File: config.mk
export PLATFORM = sky130hd
export DESIGN_NAME = seg7_scan_ctrl
export DESIGN_NICKNAME = d
export VERILOG_FILES = /design/src/rtl/seg7_scan_ctrl_pkg.sv /design/src/rtl/seg7_lz_mask.sv /design/src/rtl/seg7_scan_ctrl.sv
export SDC_FILE = /design/constraint.sdc
export NUM_CORES = 1
export LEC_CHECK = 0
export ABC_AREA = 1
export CAP_MARGIN = 10
export CELL_PAD_IN_SITES_DETAIL_PLACEMENT = 0
export CELL_PAD_IN_SITES_GLOBAL_PLACEMENT = 2
export CORE_MARGIN = 3
export CORE_UTILIZATION = 31
export CTS_BUF_LIST = sky130_fd_sc_hd__clkbuf_4 sky130_fd_sc_hd__clkbuf_8 sky130_fd_sc_hd__clkbuf_16
export DETAILED_ROUTE_END_ITERATION = 8
export GPL_ROUTABILITY_DRIVEN = 0
export PLACE_DENSITY_LB_ADDON = 0.2
export SLEW_MARGIN = 0
export SYNTH_ARGS = -nofsm -noshare
export SYNTH_HDL_FRONTEND = slang
export SYNTH_SLANG_ARGS = --single-unit
File: constraint.sdc
create_clock -name clk -period 2.65 [get_ports clk]
set_clock_uncertainty 0.2 [all_clocks]
set_input_delay 0.53 -clock clk [delete_from_list [all_inputs] [get_ports clk]]
set_output_delay 0.53 -clock clk [all_outputs]
set_load 0.01 [all_outputs]
File: src/rtl/seg7_scan_ctrl_pkg.sv
// Shared types and elaboration helpers for the multiplexed 7-segment scanner.
// Holds the scan FSM encoding and the width helpers used to size the counters.
package seg7_scan_ctrl_pkg;

  typedef enum logic [1:0] {
    ST_IDLE = 2'd0,
    ST_SCAN = 2'd1,
    ST_GAP  = 2'd2
  } state_t;

  // Ceiling log2. Returns 0 for values 0 and 1; callers clamp to a 1-bit minimum.
  function automatic int clog2(input int value);
    int r;
    r = 0;
    while ((1 << r) < value) begin
      r = r + 1;
    end
    return r;
  endfunction

  function automatic int max2(input int a, input int b);
    return (a > b) ? a : b;
  endfunction

endpackage

File: src/rtl/seg7_lz_mask.sv
// Leading-zero blanking mask: digit i is blanked when blanking is requested,
// it is not digit 0, and every nibble from i up to the top digit is zero.
module seg7_lz_mask
  import seg7_scan_ctrl_pkg::*;
#(
  parameter int NUM_DIGITS = 8
) (
  input  logic [4*NUM_DIGITS-1:0] word_i,
  input  logic                    blank_lz_i,
  output logic [NUM_DIGITS-1:0]   mask_o
);

  logic                  upper_zero;
  logic [NUM_DIGITS-1:0] mask;

  // Walk from the most significant digit downwards, accumulating "all zero so far".
  always_comb begin
    upper_zero = 1'b1;
    mask       = '0;
    for (int i = NUM_DIGITS - 1; i >= 0; i--) begin
      upper_zero = upper_zero & (word_i[4*i +: 4] == 4'h0);
      mask[i]    = blank_lz_i & (i != 0) & upper_zero;
    end
  end

  assign mask_o = mask;

endmodule

File: src/rtl/seg7_scan_ctrl.sv
// Time-multiplexed scanner for NUM_DIGITS common-anode digits sharing one hex
// decoder, with an all-off guard gap between slots and frame-aligned updates.
module seg7_scan_ctrl
  import seg7_scan_ctrl_pkg::*;
#(
  parameter int NUM_DIGITS = 8,
  parameter int PRESCALE   = 50000,
  parameter int GUARD      = 16
) (
  input  logic                    clk,
  input  logic                    rst,
  input  logic                    enable,
  input  logic                    blank_lz,
  // Handshake: a word transfers on any clk edge where load_valid and load_ready
  // are both 1. load_ready is low while a word waits in the shadow register;
  // load_data is ignored otherwise and the producer keeps load_valid asserted.
  input  logic                    load_valid,
  output logic                    load_ready,
  input  logic [4*NUM_DIGITS-1:0] load_data,
  output logic [NUM_DIGITS-1:0]   digit_sel,
  output logic [3:0]              nibble,
  output logic                    blank,
  output logic                    frame_done,
  output state_t                  dbg_state
);

  localparam int IDX_W = max2(clog2(NUM_DIGITS), 1);
  localparam int CNT_W = max2(max2(clog2(PRESCALE), clog2(GUARD)), 1);

  localparam logic [IDX_W-1:0] IDX_LAST = IDX_W'(NUM_DIGITS - 1);
  localparam logic [CNT_W-1:0] P_LAST   = CNT_W'(PRESCALE - 1);
  localparam logic [CNT_W-1:0] G_LAST   = CNT_W'((GUARD > 0) ? GUARD - 1 : 0);
  localparam bit               HAS_GAP  = (GUARD > 0);

  state_t                  state_q, state_d;
  logic [IDX_W-1:0]        idx_q, idx_d;
  logic [CNT_W-1:0]        cnt_q, cnt_d;
  logic [4*NUM_DIGITS-1:0] active_q, active_d;
  logic [4*NUM_DIGITS-1:0] shadow_q, shadow_d;
  logic                    pending_q, pending_d;

  logic [NUM_DIGITS-1:0]   digit_sel_q, digit_sel_d;
  logic [3:0]              nibble_q, nibble_d;
  logic                    blank_q, blank_d;
  logic                    load_ready_q, load_ready_d;
  logic                    frame_done_q, frame_done_d;

  logic                    accept;
  logic                    advance;
  logic                    wrap;
  logic [NUM_DIGITS-1:0]   lz_mask;

  // Blanking is evaluated on the word that will be on display after this edge.
  seg7_lz_mask #(
    .NUM_DIGITS (NUM_DIGITS)
  ) u_lz_mask (
    .word_i     (active_d),
    .blank_lz_i (blank_lz),
    .mask_o     (lz_mask)
  );

  assign accept = load_valid & ~pending_q;

  always_comb begin
    state_d   = state_q;
    idx_d     = idx_q;
    cnt_d     = cnt_q;
    active_d  = active_q;
    shadow_d  = shadow_q;
    pending_d = pending_q;
    advance   = 1'b0;
    wrap      = 1'b0;

    unique case (state_q)
      ST_IDLE: begin
        idx_d = '0;
        cnt_d = '0;
        if (pending_q) begin
          active_d  = shadow_q;
          pending_d = 1'b0;
        end
        if (enable) begin
          state_d = ST_SCAN;
        end
      end
      ST_SCAN: begin
        if (!enable) begin
          state_d = ST_IDLE;
          idx_d   = '0;
          cnt_d   = '0;
        end else if (cnt_q == P_LAST) begin
          cnt_d = '0;
          if (HAS_GAP) begin
            state_d = ST_GAP;
          end else begin
            advance = 1'b1;
          end
        end else begin
          cnt_d = cnt_q + CNT_W'(1);
        end
      end
      ST_GAP: begin
        if (!enable) begin
          state_d = ST_IDLE;
          idx_d   = '0;
          cnt_d   = '0;
        end else if (cnt_q == G_LAST) begin
          cnt_d   = '0;
          state_d = ST_SCAN;
          advance = 1'b1;
        end else begin
          cnt_d = cnt_q + CNT_W'(1);
        end
      end
      default: begin
        state_d = ST_IDLE;
        idx_d   = '0;
        cnt_d   = '0;
      end
    endcase

    if (advance) begin
      if (idx_q == IDX_LAST) begin
        idx_d = '0;
        wrap  = 1'b1;
      end else begin
        idx_d = idx_q + IDX_W'(1);
      end
    end

    // A waiting word only replaces the active one on the frame wrap, so every
    // frame shows digits from a single word.
    if (wrap && pending_q) begin
      active_d  = shadow_q;
      pending_d = 1'b0;
    end

    if (accept) begin
      shadow_d  = load_data;
      pending_d = 1'b1;
    end
  end

  always_comb begin
    digit_sel_d  = '1;
    nibble_d     = 4'h0;
    blank_d      = 1'b1;
    frame_done_d = wrap;
    load_ready_d = ~pending_d;
    if (state_d == ST_SCAN) begin
      digit_sel_d[idx_d] = 1'b0;
      nibble_d           = active_d[{idx_d, 2'b00} +: 4];
      blank_d            = lz_mask[idx_d];
    end
  end

  always_ff @(posedge clk) begin
    if (rst) begin
      state_q      <= ST_IDLE;
      idx_q        <= '0;
      cnt_q        <= '0;
      active_q     <= '0;
      shadow_q     <= '0;
      pending_q    <= 1'b0;
      digit_sel_q  <= '1;
      nibble_q     <= 4'h0;
      blank_q      <= 1'b1;
      load_ready_q <= 1'b1;
      frame_done_q <= 1'b0;
    end else begin
      state_q      <= state_d;
      idx_q        <= idx_d;
      cnt_q        <= cnt_d;
      active_q     <= active_d;
      shadow_q     <= shadow_d;
      pending_q    <= pending_d;
      digit_sel_q  <= digit_sel_d;
      nibble_q     <= nibble_d;
      blank_q      <= blank_d;
      load_ready_q <= load_ready_d;
      frame_done_q <= frame_done_d;
    end
  end

  assign digit_sel  = digit_sel_q;
  assign nibble     = nibble_q;
  assign blank      = blank_q;
  assign load_ready = load_ready_q;
  assign frame_done = frame_done_q;
  assign dbg_state  = state_q;

endmodule

Word-level counts from Yosys, hierarchy flattened
Cells that the tools add are included.
{"block": "classes", "addsub": 2, "magnitude_cmp": 2, "n_eq_ne": 6, "shift": 1, "muxes": 30, "bitwise": 18, "n_reduce_logical": 12}
{"operator": "2-to-1 mux 32 bit", "count": 3}
{"operator": "2-to-1 mux 16 bit", "count": 4}
{"operator": "one-hot mux 16 bit (2 select lines)", "count": 1}
{"operator": "variable part select 32 x 6 -> 4 bit", "count": 1}
{"operator": "zero test 4 bit", "count": 7}
{"operator": "adder 16 x 1 -> 16 bit, second input constant", "count": 1}
{"operator": "== test 16 bit, second input constant", "count": 1}
{"operator": "== test 16 x 4 -> 1 bit, second input constant", "count": 1}
{"operator": "bitwise AND 1 bit", "count": 14}
{"operator": "2-to-1 mux 3 bit", "count": 4}
{"operator": "2-to-1 mux 1 bit", "count": 10}
{"operator": "2-to-1 mux 2 bit", "count": 5}
{"operator": "NOT 8 bit", "count": 1}
{"operator": "one-hot mux 2 bit (3 select lines)", "count": 1}
{"operator": "== test 2 x 1 -> 1 bit, second input constant", "count": 2}
{"operator": "less-than comparator 3 x 4 -> 1 bit, second input constant", "count": 1}
{"operator": "OR reduction 2 bit", "count": 2}
{"operator": "adder 3 x 1 -> 3 bit, second input constant", "count": 1}
{"operator": "binary-select mux 1 bit (select 3 bit)", "count": 1}
{"operator": "demux 1 bit (select 3 bit)", "count": 1}
{"operator": "== test 3 bit, second input constant", "count": 1}
{"operator": "greater-or-equal comparator 3 x 1 -> 1 bit, second input constant", "count": 1}
{"operator": "NOT 1 bit", "count": 3}
{"operator": "== test 2 bit, second input constant", "count": 1}
{"operator": "2 further kinds", "count": 3}
{"block": "word_totals", "regBits": 101, "output_inout_bits": 17, "elab_cells": 82}

Depth between registers and ports, before layout
Gate-level depths: netlist of run 1.
{"block": "logic_depth", "word_depth": 17, "ltp_mapped": 17, "mapped_depth_nobuf": 16}

Hierarchy
Synthesis of run 1 repeated with hierarchy kept, for this count alone.
{"block": "hier_totals", "hier_cells": 782, "area_unflattened_um2": 5462.7}
{"module": "seg7_scan_ctrl", "instances": 1, "cells_per_inst": 738, "area_each_um2": 5268.8, "seq_area_each_um2": 2021.9}
{"module": "seg7_lz_mask", "instances": 1, "cells_per_inst": 44, "area_each_um2": 193.9, "seq_area_each_um2": 0.0}

Worst setup path before layout of run 1
Ideal clock, no wire load.
{"block": "synth_path", "path_type": "register to register", "from": "register state_q[0] (netlist: dbg_state[0])", "to": "register blank_q (netlist: blank)", "arrival_time_ns": 1.925, "setup_slack_ns": 0.467, "path_stages_with_launch": 13, "n_path_buf": 1, "period_less_slack_ns": 2.183, "path_cell_list": "dfxtp_1 inv_1 ha_1 nand2_1 buf_1 nand3b_1 nand2_2 nand2_1 nor2_2 nand2_1 nor2_1 nand3_1 nand2_1"}
{"block": "synth_via", "elab_chain_len": 15, "word_cells_on_any_way": 42, "cone_classes": "3 x eq/ne; 14 x mux; 14 x bitwise; 11 x reduce/logical"}
{"item": "from (decl)", "line_no": "seg7_scan_ctrl.sv:35", "source": "state_t state_q, state_d;"}
{"item": "from (signal assigned)", "line_no": "seg7_scan_ctrl.sv:171", "source": "state_q <= state_d;"}
{"item": "== test 2 bit", "line_no": "seg7_scan_ctrl.sv:74", "source": "unique case (state_q)"}
{"item": "2-to-1 mux 1 bit"}
{"item": "2-to-1 mux 1 bit", "line_no": "seg7_scan_ctrl.sv:122", "source": "if (advance) begin"}
{"item": "logical AND 1 bit", "line_no": "seg7_scan_ctrl.sv:133", "source": "if (wrap && pending_q) begin"}
{"item": "2-to-1 mux 32 bit", "line_no": "seg7_scan_ctrl.sv:133"}
{"item": "zero test 4 bit", "line_no": "seg7_lz_mask.sv:21", "source": "upper_zero = upper_zero & (word_i[4*i +: 4] == 4'h0);"}
{"item": "bitwise AND 1 bit (6 in a row)", "line_no": "seg7_lz_mask.sv:21"}
{"item": "bitwise AND 1 bit", "line_no": "seg7_lz_mask.sv:22", "source": "mask[i] = blank_lz_i & (i != 0) & upper_zero;"}
{"item": "binary-select mux 1 bit (select 3 bit)", "line_no": "seg7_scan_ctrl.sv:153", "source": "blank_d = lz_mask[idx_d];"}
{"item": "2-to-1 mux 1 bit (implied by the code)", "line_no": "seg7_scan_ctrl.sv:153"}
{"item": "to (signal assigned)", "line_no": "seg7_scan_ctrl.sv:179", "source": "blank_q <= blank_d;"}
{"item": "to (decl)", "line_no": "seg7_scan_ctrl.sv:44", "source": "logic blank_q, blank_d;"}
Parallel ways exist; a longest one is shown, timed or not. The select of a mux whose other input is x is not followed.
A chain may end at the register's enable or synchronous reset.

Worst setup path after layout of run 1
{"block": "layout_path", "from": "register cnt_q[0]", "to": "register nibble_q[1] (netlist: nibble[1])"}
{"block": "layout_via", "elab_chain_len": 8, "word_cells_on_any_way": 18, "cone_classes": "3 x eq/ne; 1 x shift; 11 x mux; 1 x bitwise; 2 x reduce/logical"}
{"item": "from (decl)", "line_no": "seg7_scan_ctrl.sv:37", "source": "logic [CNT_W-1:0] cnt_q, cnt_d;"}
{"item": "from (signal assigned)", "line_no": "seg7_scan_ctrl.sv:173", "source": "cnt_q <= cnt_d;"}
{"item": "== test 16 x 4 -> 1 bit", "line_no": "seg7_scan_ctrl.sv:107", "source": "end else if (cnt_q == G_LAST) begin"}
{"item": "2-to-1 mux 1 bit", "line_no": "seg7_scan_ctrl.sv:107"}
{"item": "2-to-1 mux 1 bit", "line_no": "seg7_scan_ctrl.sv:103", "source": "if (!enable) begin"}
{"item": "2-to-1 mux 1 bit"}
{"item": "2-to-1 mux 1 bit", "line_no": "seg7_scan_ctrl.sv:122"}
{"item": "logical AND 1 bit", "line_no": "seg7_scan_ctrl.sv:133"}
{"item": "2-to-1 mux 32 bit", "line_no": "seg7_scan_ctrl.sv:133"}
{"item": "variable part select 32 x 6 -> 4 bit", "line_no": "seg7_scan_ctrl.sv:152", "source": "nibble_d = active_d[{idx_d, 2'b00} +: 4];"}
{"item": "to (signal assigned)", "line_no": "seg7_scan_ctrl.sv:178", "source": "nibble_q <= nibble_d;"}
{"item": "to (decl)", "line_no": "seg7_scan_ctrl.sv:43", "source": "logic [3:0] nibble_q, nibble_d;"}
Parallel ways exist; a longest one is shown, timed or not.

==> out/qor.yml, run 1 <==
cts_sinks: 101
core.rowCount: 44
area_growth_pct: 29.1
grt_pass1_vias: 4462
ys_types: 36
crit_fanout: 7
ctsHtreeMaxLevel: 3
grt_max_degree: 57
fin_cells: 957
diodes: 0
slew_viol_final: 0
dr.pass1.iters: 5
period_minus_slack_ns: 2.42
cts_root_buf: "clkbuf_16"
netlist_area_sq_mm: 0.00473
stdcell_area_sq_mm: 0.00611
yosysTopAreaCell: "dfxtp_1"
post-route-util: 0.414
ant_nets: 0
yosysSeqAreaShare: 0.427
hold_class: "flip-flop to flip-flop"
wirelength_um: 13600
die_x_um: 130
dp_cells: 939
max_stage_delay_ns: 0.39
gr-usage-all-layers: 0.169
clock_latency_ns: 0.35
yosys_warnings: 0
dp_hpwl_um: 10300
peakVddDrop_mv: 0.356
antenna_found_initial: 0
nets: 812
drc: 0
cp_data_required_time_ns: 2.73
total_power_mw: 3.48
clkSlewWorstSetupHoldPaths_ns: 0.07
num-fill-cells: 1567
wire_per_inst_um: 14.2
cap_viol_max_count: 0
drt-initial-drc-count: 220
fin_crit_sh: 0.914
synth_area_leaders: "dfxtp_1, nand2_1, nor2_1"
drive_gt1_frac: 0.118
tns_ns: 0
slew_headroom: 0.680
num_vias: 4500
power_frac_comb: 0.142
power_density_mw_per_mm2: 571
port_buffers: 53
start_kind: "flip-flop"
p_seq_frac: 0.466
netlist_instances: 688
outcome: "finished clean"
critical_path.top_delay_family: "simple AND/OR/NAND/NOR gates"
crit_chain: "ha_4 -> nand3_4 -> nor2_4 -> buf_4 -> nand3_4 -> nand3_1 -> o21ai_4 -> inv_1 -> nand2_1 -> nor2_4 -> nand2_1 -> o21ai_0 -> nor2_1 -> a21oi_1"
finalHoldViolCount: 0
ys_ff_latch: 101
p_int_mw: 2.55
core_area_sq_mm: 0.0148
crit_slowest_cell: "dfxtp_1"
grt_overflow: 0
cts_hold_buf: 0
leakage_nw: 2.59
grt_pass1_wl_um: 22200
cp-end-kind: "flip-flop"
io_pins: 54
switchingPower_mw: 0.934
viasPerCell: 4.70
switching_share: 0.268
max_freq_mhz: 413
die_area_sq_mm: 0.0168
cp_data_arrival_time_ns: 2.50
start_util: 0.321
synthesis.nets: 732
die_h_um: 130
cts_tree: "built"
tightestPinTransition_ns: 0.480
synthDominantCellAreaShare: 0.427
crit_type: "flip-flop to flip-flop"
placed_cell_area_sq_mm: 0.00571
finalSetupViolCount: 0
syn_avg_cell_area_sq_um: 6.88
cts_buffers: 9
crit_buf_inv: 2
cts.path.max_buffers: 2
power_frac_clock: 0.391
-- worst register-to-register path, stage by stage, from the launching register on --
cell and delay (ns):
dfxtp_1 0.39, ha_4 0.18, nand3_4 0.11, nor2_4 0.14, buf_4 0.13, nand3_4 0.13, nand3_1 0.17, o21ai_4 0.10
inv_1 0.12, nand2_1 0.12, nor2_4 0.17, nand2_1 0.06, o21ai_0 0.09, nor2_1 0.07, a21oi_1 0.16
-- cells in the mapped netlist (all sizes together) --
cell / number
nand2: 171
clkinv: 1
nand3b: 16
nor3: 8
a21o: 1
a211oi: 2
nand3: 45
clkbuf: 20
a21oi: 38
inv: 69
xnor2: 4
o22ai: 1
buf: 9
nand4: 8
dfxtp: 101
nor3b: 2
a22o: 1
o21a: 1
ha: 7
nor2: 114
o21ai: 63
a31oi: 2
nor4: 1
xor2: 3
-- kinds of logic after synthesis --
logic type | after synthesis | synth area share
AND/OR/NAND/NOR | 365 | 0.337
buffers and inverters | 99 | 0.0836
AO/OA/AOI/OAI | 109 | 0.121
flip-flops | 101 | 0.427
adder cells (fa/ha/maj) | 7 | 0.0185
XOR/XNOR | 7 | 0.0130
-- worst paths after layout --
check,start,to,slack (ns),cells after the start
setup / recovery,cnt_q[0],nibble[1],0.23,14
hold / removal,shadow_q[10],shadow_q[10],0.26,2
setup reg to reg,cnt_q[0],nibble[1],0.23,14
hold reg to reg,shadow_q[10],shadow_q[10],0.26,2
-- repair_timing --
| action | CTS | global route |
|---|---|---|
| setup endpoints to repair | 0 | 5 |
| endpoints found under the hold margin | 0 | 0 |
| resized for setup | 0 | 20 |
| buffers inserted | 0 | 2 |
-- per-layer routing --
metal,wire length [um],global-route usage
met4,242,0.0556
met3,577,0.0408
met1,6840,0.236
met5,0,0
met2,5910,0.257
-- area by class of cell --
| cell class | instances | area [sq um] | area share |
|---|---|---|---|
| Inverter | 70 | 263 | 0.0430 |
| Clock inverter | 7 | 80.1 | 0.0131 |
| Multi-Input combinational cell | 488 | 2390 | 0.391 |
| Tap cell | 184 | 230 | 0.0377 |
| Sequential cell | 101 | 2020 | 0.332 |
| Clock buffer | 9 | 225 | 0.0369 |
| Timing Repair Buffer | 98 | 897 | 0.147 |
-- power by group through the flow --
stage	clock network [mW]	logic, mW	registers [mW]
after floorplan	0	0.288	1.65
after CTS	1.41	0.502	1.62
final	1.36	0.496	1.62
after global placement	0	0.499	1.66
after detailed placement	0	0.499	1.66
after global routing	1.46	0.567	1.63
-- cell usage in the layout (no fill, tap or decap), drive strengths merged, types with 2 or more instances in the layout --
| master | Yosys | final |
|---|---|---|
| clkbuf | 20 | 9 |
| nor3b | 2 | 2 |
| dfxtp | 101 | 101 |
| xor2 | 3 | 3 |
| a21oi | 38 | 38 |
| xnor2 | 4 | 4 |
| nor3 | 8 | 8 |
| clkinvlp | 0 | 2 |
| a31oi | 2 | 2 |
| nand3 | 45 | 45 |
| nand2 | 171 | 171 |
| nand3b | 16 | 16 |
| a211oi | 2 | 2 |
| o21ai | 63 | 63 |
| buf | 9 | 45 |
| nor2 | 114 | 114 |
| clkdlybuf4s50 | 0 | 53 |
| inv | 69 | 73 |
| ha | 7 | 7 |
| nand4 | 8 | 8 |
-- sequential cells by signal (all words and copies together) (netlist names) --
name        count
load_ready      1
digit_sel       8
idx_q           3
frame_done      1
blank           1
active_q       32
pending_q       1
shadow_q       32
cnt_q          16
nibble          4
dbg_state       2
-- metrics by stage --
step	hold WS, ns	setup slack (ns)
2_1_floorplan	0.218	0.467
3_3_place_gp	0.228	-0.157
3_5_place_dp	0.239	-0.152
4_1_cts	0.255	0.0386
5_1_grt	0.289	-0.0564
6_report	0.256	0.229
Power figures use the tool's default switching activity.
==> inputs of run 2 (changes only) <==
- CORE_UTILIZATION: 31 -> 28
- clock period: 2.65 -> 2.05 ns (I/O delays scaled with it)
==> run 2 against run 1 <==
- the flow now finishes with violations (setup timing)
- maximum frequency is 6.0% higher
- routed wire length increased by 8.7%
- global-route usage is 0.34 points lower
- worst hold slack better by 0.0052 ns
- clock-buffer cell count stayed put
- die area grew 10%
- core utilization grew 2.4 points
- design area up 16%
- final cell count is 12% higher
- critical path type unchanged
- largest cell class unchanged
==> out/qor.yml, run 2 (same netlist as run 1, synthesis figures left out) <==
outcome: "finished with violations"
failed_checks: "setup timing"
cp_data_arrival_time_ns: 2.37  # -0.13 ns
crit_buf_inv: 3  # +1
ctsHtreeMaxLevel: 3  # unchanged
dr.pass1.iters: 4  # -1
cp-startpoint: "cnt_q[1]"
num-fill-cells: 1681  # +7.3%
layout_common_cells: "nand2_1, buf_4, dfxtp_1"
cp_data_required_time_ns: 2.14  # -0.59 ns
fin_cells: 1071  # +12%
multi_input_area_sq_mm: 0.00264  # +11%
io_pins: 54  # unchanged
slew_headroom: 0.696  # +0.0162
ff2ff_setup_slack_ns: -0.23  # -0.46 ns
cp-end-kind: "flip-flop"
period_minus_slack_ns: 2.28  # -0.138 ns
reg2reg_from: "cnt_q[1]"
stdcell_area_sq_mm: 0.00711  # +16%
drt-initial-drc-count: 216  # -1.8%
final_common_cell: "nand2_1"
num_vias: 4858  # +8.0%
crit_chain: "ha_4 -> nand3_4 -> nor2_4 -> buf_4 -> nand3_4 -> nand3_4 -> o21ai_4 -> buf_12 -> nor3_2 -> buf_4 -> nand2_1 -> o21ai_1 -> nor2_1 -> a21oi_1"
area_growth_pct: 50.3
max_stage_delay_ns: 0.36  # -0.03 ns
die_area_sq_mm: 0.0185  # +10%
drc: 0  # unchanged
ant_nets: 0  # unchanged
wirelength_um: 14700  # +8.7%
finalHoldViolCount: 0  # unchanged
cp_common_cell: "nand3_4"
cts_sinks: 101  # unchanged
cts_hold_buf: 0  # unchanged
crit_fanout: 7  # unchanged
grt_max_degree: 57  # unchanged
crit_end: "nibble[3]"
wire_per_inst_um: 13.8  # -2.9%
total_power_mw: 4.72  # +35%
postLayoutSetupSlackWorst_ns: -0.233  # -0.462 ns
grt_overflow: 0  # unchanged
dp_cells: 1040  # +11%
start_kind: "flip-flop"
nets: 894  # +10%
die_h_um: 136  # +5.0%
hold_class: "flip-flop to flip-flop"
r2r_end: "nibble[3]"
die_x_um: 136  # +5.0%
crit_type: "flip-flop to flip-flop"
cts_buffers: 9  # unchanged
reg2reg_depth: 14  # unchanged
core.rowCount: 46  # +4.5%
tns_ns: -1.72  # -1.72 ns
max_freq_mhz: 438  # +6.0%
rsz0062_at_grt: "yes"
peakVddDrop_mv: 0.388  # +9.1%
crit_slowest_cell: "dfxtp_2"
grt_pass1_vias: 4798  # +7.5%
fin_crit_sh: 1.11  # +0.200
cp.depth: 14  # unchanged
drive_gt1_frac: 0.269  # +0.151
slew_viol_final: 0  # unchanged
power_density_mw_per_mm2: 663  # +16%
placed_cell_area_sq_mm: 0.00632  # +11%
viasPerCell: 4.54  # -3.5%
tightestPinTransition_ns: 0.456  # -0.0243 ns
cts_root_buf: "clkbuf_16"
clock_latency_ns: 0.35  # about the same
start_util: 0.291  # -0.0292
port_buffers: 53  # unchanged
leakage_nw: 3.08  # +19%
grt_pass1_wl_um: 24000  # +8.2%
antenna_found_initial: 0  # unchanged
gr-usage-all-layers: 0.166  # -0.00343
clkSlewWorstSetupHoldPaths_ns: 0.08  # about the same
cts.path.max_buffers: 2  # unchanged
cap_viol_max_count: 0  # unchanged
seq_area_sq_mm: 0.00203  # +0.12%
dp_hpwl_um: 11100  # +8.0%
top_regs: "active_q x32, shadow_q x32, cnt_q x16"
diodes: 0  # unchanged
finalSetupViolCount: 13  # +13
critical_path.top_delay_family: "simple AND/OR/NAND/NOR gates"
core_area_sq_mm: 0.0162  # +10%
cts_tree: "built"
run 2: cell types whose count changed in the layout (fill, tap and decap cells not counted), sizes merged:
| cell | previous run | this run |
|---|---|---|
| inv | 73 | 74 |
| clkbuf | 9 | 10 |
| clkinvlp | 2 | 0 |
| buf | 45 | 126 |
| clkinv | 1 | 2 |
run 2: area by class of cell:
| cell class | count | share of cell area |
|---|---|---|
| multi-input cells | 488 | 0.371 |
| flip-flops and latches | 101 | 0.285 |
| repair buffers | 180 | 0.224 |
| well taps | 216 | 0.0380 |
| inverters | 70 | 0.0376 |
| clock buffers | 9 | 0.0317 |
| clock inverters | 7 | 0.0127 |
run 2: how the worst min path moves through the flow:
stage / from / to / slack, ns / cells after the start
6_report: shadow_q[7] / shadow_q[7] / 0.26 / 2
5_1_grt: shadow_q[27] / shadow_q[27] / 0.30 / 2
4_1_cts: shadow_q[7] / shadow_q[7] / 0.27 / 2
3_5_place_dp: shadow_q[10] / shadow_q[10] / 0.25 / 2
3_3_place_gp: shadow_q[10] / shadow_q[10] / 0.24 / 2
2_1_floorplan: cnt_q[0] / cnt_q[0] / 0.22 / 1
run 2: worst reg2reg max path, delay by kind of cell (launching register included):
family / cells / cell delay (ns)
compound gates: 3 / 0.30
fa+ha+maj: 1 / 0.15
buf+inv: 3 / 0.44
flops: 1 / 0.36
simple gates: 7 / 0.79
run 2: per-stage QoR:
step / utilization / worst slack (ns) / hold WS (ns)
3_5_place_dp: 0.389 / -0.648 / 0.246
5_1_grt: 0.438 / -0.411 / 0.303
3_3_place_gp: 0.389 / -0.631 / 0.241
4_1_cts: 0.426 / -0.210 / 0.267
2_1_floorplan: - / -0.00968 / 0.220
6_report: 0.438 / -0.233 / 0.262
run 2: what timing repair did:
item / in CTS / in global routing
gates cloned: 0 / 1
resized for setup: 60 / 37
buffers inserted: 10 / 4
setup endpoints to repair: 20 / 35
pin swaps: 14 / 13
run 2: layer usage:
layer | part of all wire | vias up | track usage
met5 | 0 | - | 0
met4 | 0.015 | 0 | 0.0532
met3 | 0.039 | 14 | 0.0222
met2 | 0.46 | 83 | 0.269
met1 | 0.49 | 2234 | 0.228
li1 | - | 2527 | -
run 2: where the power goes:
| group | internal, mW | switching [mW] |
|---|---|---|
| Combinational | 0.368 | 0.415 |
| Sequential | 2.06 | 0.0399 |
| Clock | 0.985 | 0.850 |
==> inputs of run 3 (changes only) <==
- CAP_MARGIN: 10 -> 30
- CORE_UTILIZATION: 28 -> 29
- SYNTH_HIERARCHICAL: unset -> 1
==> run 3 against run 2 <==
- the run still ends with setup timing left
- synthesized cell count up 13%
- first-iteration DRC count up 12%
- die area up 11%
- setup slack worse by 0.33 ns
- via count up 4.6%
- clock power down 7%
- flip-flop and latch count unchanged
- non-clock buffer count down 11
- critical path type unchanged
==> out/qor.yml, run 3 <==
tns_ns: -2.95  # -1.24 ns
core.rowCount: 49  # +6.5%
cts_root_buf: "clkbuf_16"
finalSetupViolCount: 22  # +9
grt_pass1_vias: 4932  # +2.8%
dp_hpwl_um: 11500  # +3.3%
postLayoutSetupSlackWorst_ns: -0.562  # -0.329 ns
reg2reg_depth: 20  # +6
slew_viol_final: 0  # unchanged
hold_class: "flip-flop to flip-flop"
start_util: 0.299  # +0.00771
whs_path_depth: 2  # unchanged
num_vias: 5082  # +4.6%
drc: 0  # unchanged
cp_data_arrival_time_ns: 2.66  # +0.29 ns
drive_gt1_frac: 0.316  # +0.0475
wirelength_um: 15700  # +6.8%
synthesis.nets: 822  # +12%
layout_common_cells: "inv_1, nand2_1, dfxtp_1"
p_int_mw: 3.23  # -5.3%
failed_checks: "setup timing"
top_regs: "active_q x32, shadow_q x32, cnt_q x16"
ant_nets: 0  # unchanged
grt_pass1_wl_um: 25600  # +6.6%
port_buffers: 53  # unchanged
die_area_sq_mm: 0.0205  # +11%
area_growth_pct: 41.5
power_density_mw_per_mm2: 579  # -13%
finalHoldViolCount: 0  # unchanged
rsz0062_at_grt: "yes"
switching_share: 0.275  # -0.00104
post-route-util: 0.423  # -0.0148
ctsHtreeMaxLevel: 3  # unchanged
grt_max_degree: 46  # -19%
cts.path.max_buffers: 2  # unchanged
io_pins: 54  # unchanged
power_frac_clock: 0.381  # -0.008
max_freq_mhz: 383  # -13%
outcome: "finished with violations"
peakVddDrop_mv: 0.388  # about the same
syn_avg_cell_area_sq_um: 7.00  # +1.8%
yosys_warnings: 6  # +6
fin_cells: 1158  # +8.1%
period_minus_slack_ns: 2.61  # +0.329 ns
leakage_nw: 3.43  # +11%
cp-end-kind: "flip-flop"
final_common_cell: "inv_1"
die_h_um: 143  # +5.2%
cts_tree: "built"
clkSlewWorstSetupHoldPaths_ns: 0.08  # about the same
drt-initial-drc-count: 242  # +12%
netlist_instances: 778  # +13%
cap_viol_max_count: 0  # unchanged
dp_cells: 1127  # +8.4%
dr.pass1.iters: 4  # unchanged
fin_crit_sh: 1.27  # +0.160
core_area_sq_mm: 0.0182  # +12%
die_x_um: 143  # +5.2%
netlist_area_sq_mm: 0.00545  # +15%
num-fill-cells: 1854  # +10%
start_kind: "flip-flop"
cts_buffers: 9  # unchanged
grt_overflow: 0  # unchanged
nets: 968  # +8.3%
p_seq_frac: 0.462  # +0.017
gr-usage-all-layers: 0.159  # -0.00690
antenna_found_initial: 0  # unchanged
power_frac_comb: 0.157  # -0.009
holdWs_ns: 0.282  # +0.0205 ns
clock_latency_ns: 0.36  # about the same
crit_type: "flip-flop to flip-flop"
diodes: 0  # unchanged
switchingPower_mw: 1.23  # -5.8%
viasPerCell: 4.39  # -3.2%
wire_per_inst_um: 13.6  # -1.2%
cts_sinks: 101  # unchanged
crit_fanout: 19  # +12
cp_data_required_time_ns: 2.10  # -0.04 ns
## run 3: layout make-up
type,instances,area [sq um],area share
clock inverters,5,41.3,0.00536
multi-input cells,506,2940,0.382
inverters,137,532,0.0690
repair buffers,169,1630,0.211
well taps,229,287,0.0372
clock buffers,11,246,0.0320
flip-flops and latches,101,2030,0.264
## run 3: per-stage QoR
stage | cell area (sq um) | power [mW] | setup WS (ns)
finish | 7710 | 4.46 | -0.562
global route | 7710 | 4.69 | -0.799
CTS | 7400 | 4.51 | -0.567
detailed placement | 6950 | 2.78 | -0.876
global placement | 6950 | 2.77 | -0.803
floorplan | 5500 | 2.48 | -0.322
## run 3: power groups by stage
stage | Sequential (mW) | Combinational, mW | Clock (mW)
floorplan | 2.11 | 0.374 | 0
global placement | 2.11 | 0.665 | 0
detailed placement | 2.11 | 0.673 | 0
CTS | 2.06 | 0.694 | 1.75
global route | 2.07 | 0.790 | 1.83
finish | 2.06 | 0.702 | 1.70
## run 3: critical path, cell delays in order (launching register included)
cell	delay [ns]
dfxtp_2	0.36
ha_4	0.15
nand3_4	0.12
nor2_4	0.15
nand2_2	0.08
nor2_4	0.14
nand3_4	0.09
buf_12	0.17
nand2_2	0.07
nand2_2	0.06
inv_1	0.06
nor2_2	0.05
nand2_2	0.07
nor2_2	0.04
nand2_2	0.11
nor2_1	0.06
or2_1	0.21
o211ai_2	0.06
nand2_1	0.08
a21oi_2	0.11
nand2_1	0.06
## run 3: worst paths after layout
check | startpoint | end | slack (ns)
worst min-delay path | shadow_q[1] | shadow_q[1] | 0.28
worst min register to register | shadow_q[1] | shadow_q[1] | 0.28
worst max register to register | cnt_q[1] | blank | -0.56
worst max-delay path | cnt_q[1] | blank | -0.56
## run 3: what timing repair did
action                                  in CTS  in global routing
hold endpoints to repair                     0                  0
pin swaps                                    8                 28
gates resized for setup                     31                 69
endpoints found under the setup margin      14                 29
buffers inserted                             9                 11
hold buffers                                 0                  0
## run 3: per-layer routing
layer | global-route usage | up-vias | wire, um
li1 | - | 2687 | -
met3 | 0.0315 | 12 | 678
met4 | 0.0395 | 0 | 202
met2 | 0.237 | 75 | 6630
met5 | 0 | - | 0
met1 | 0.233 | 2308 | 8240
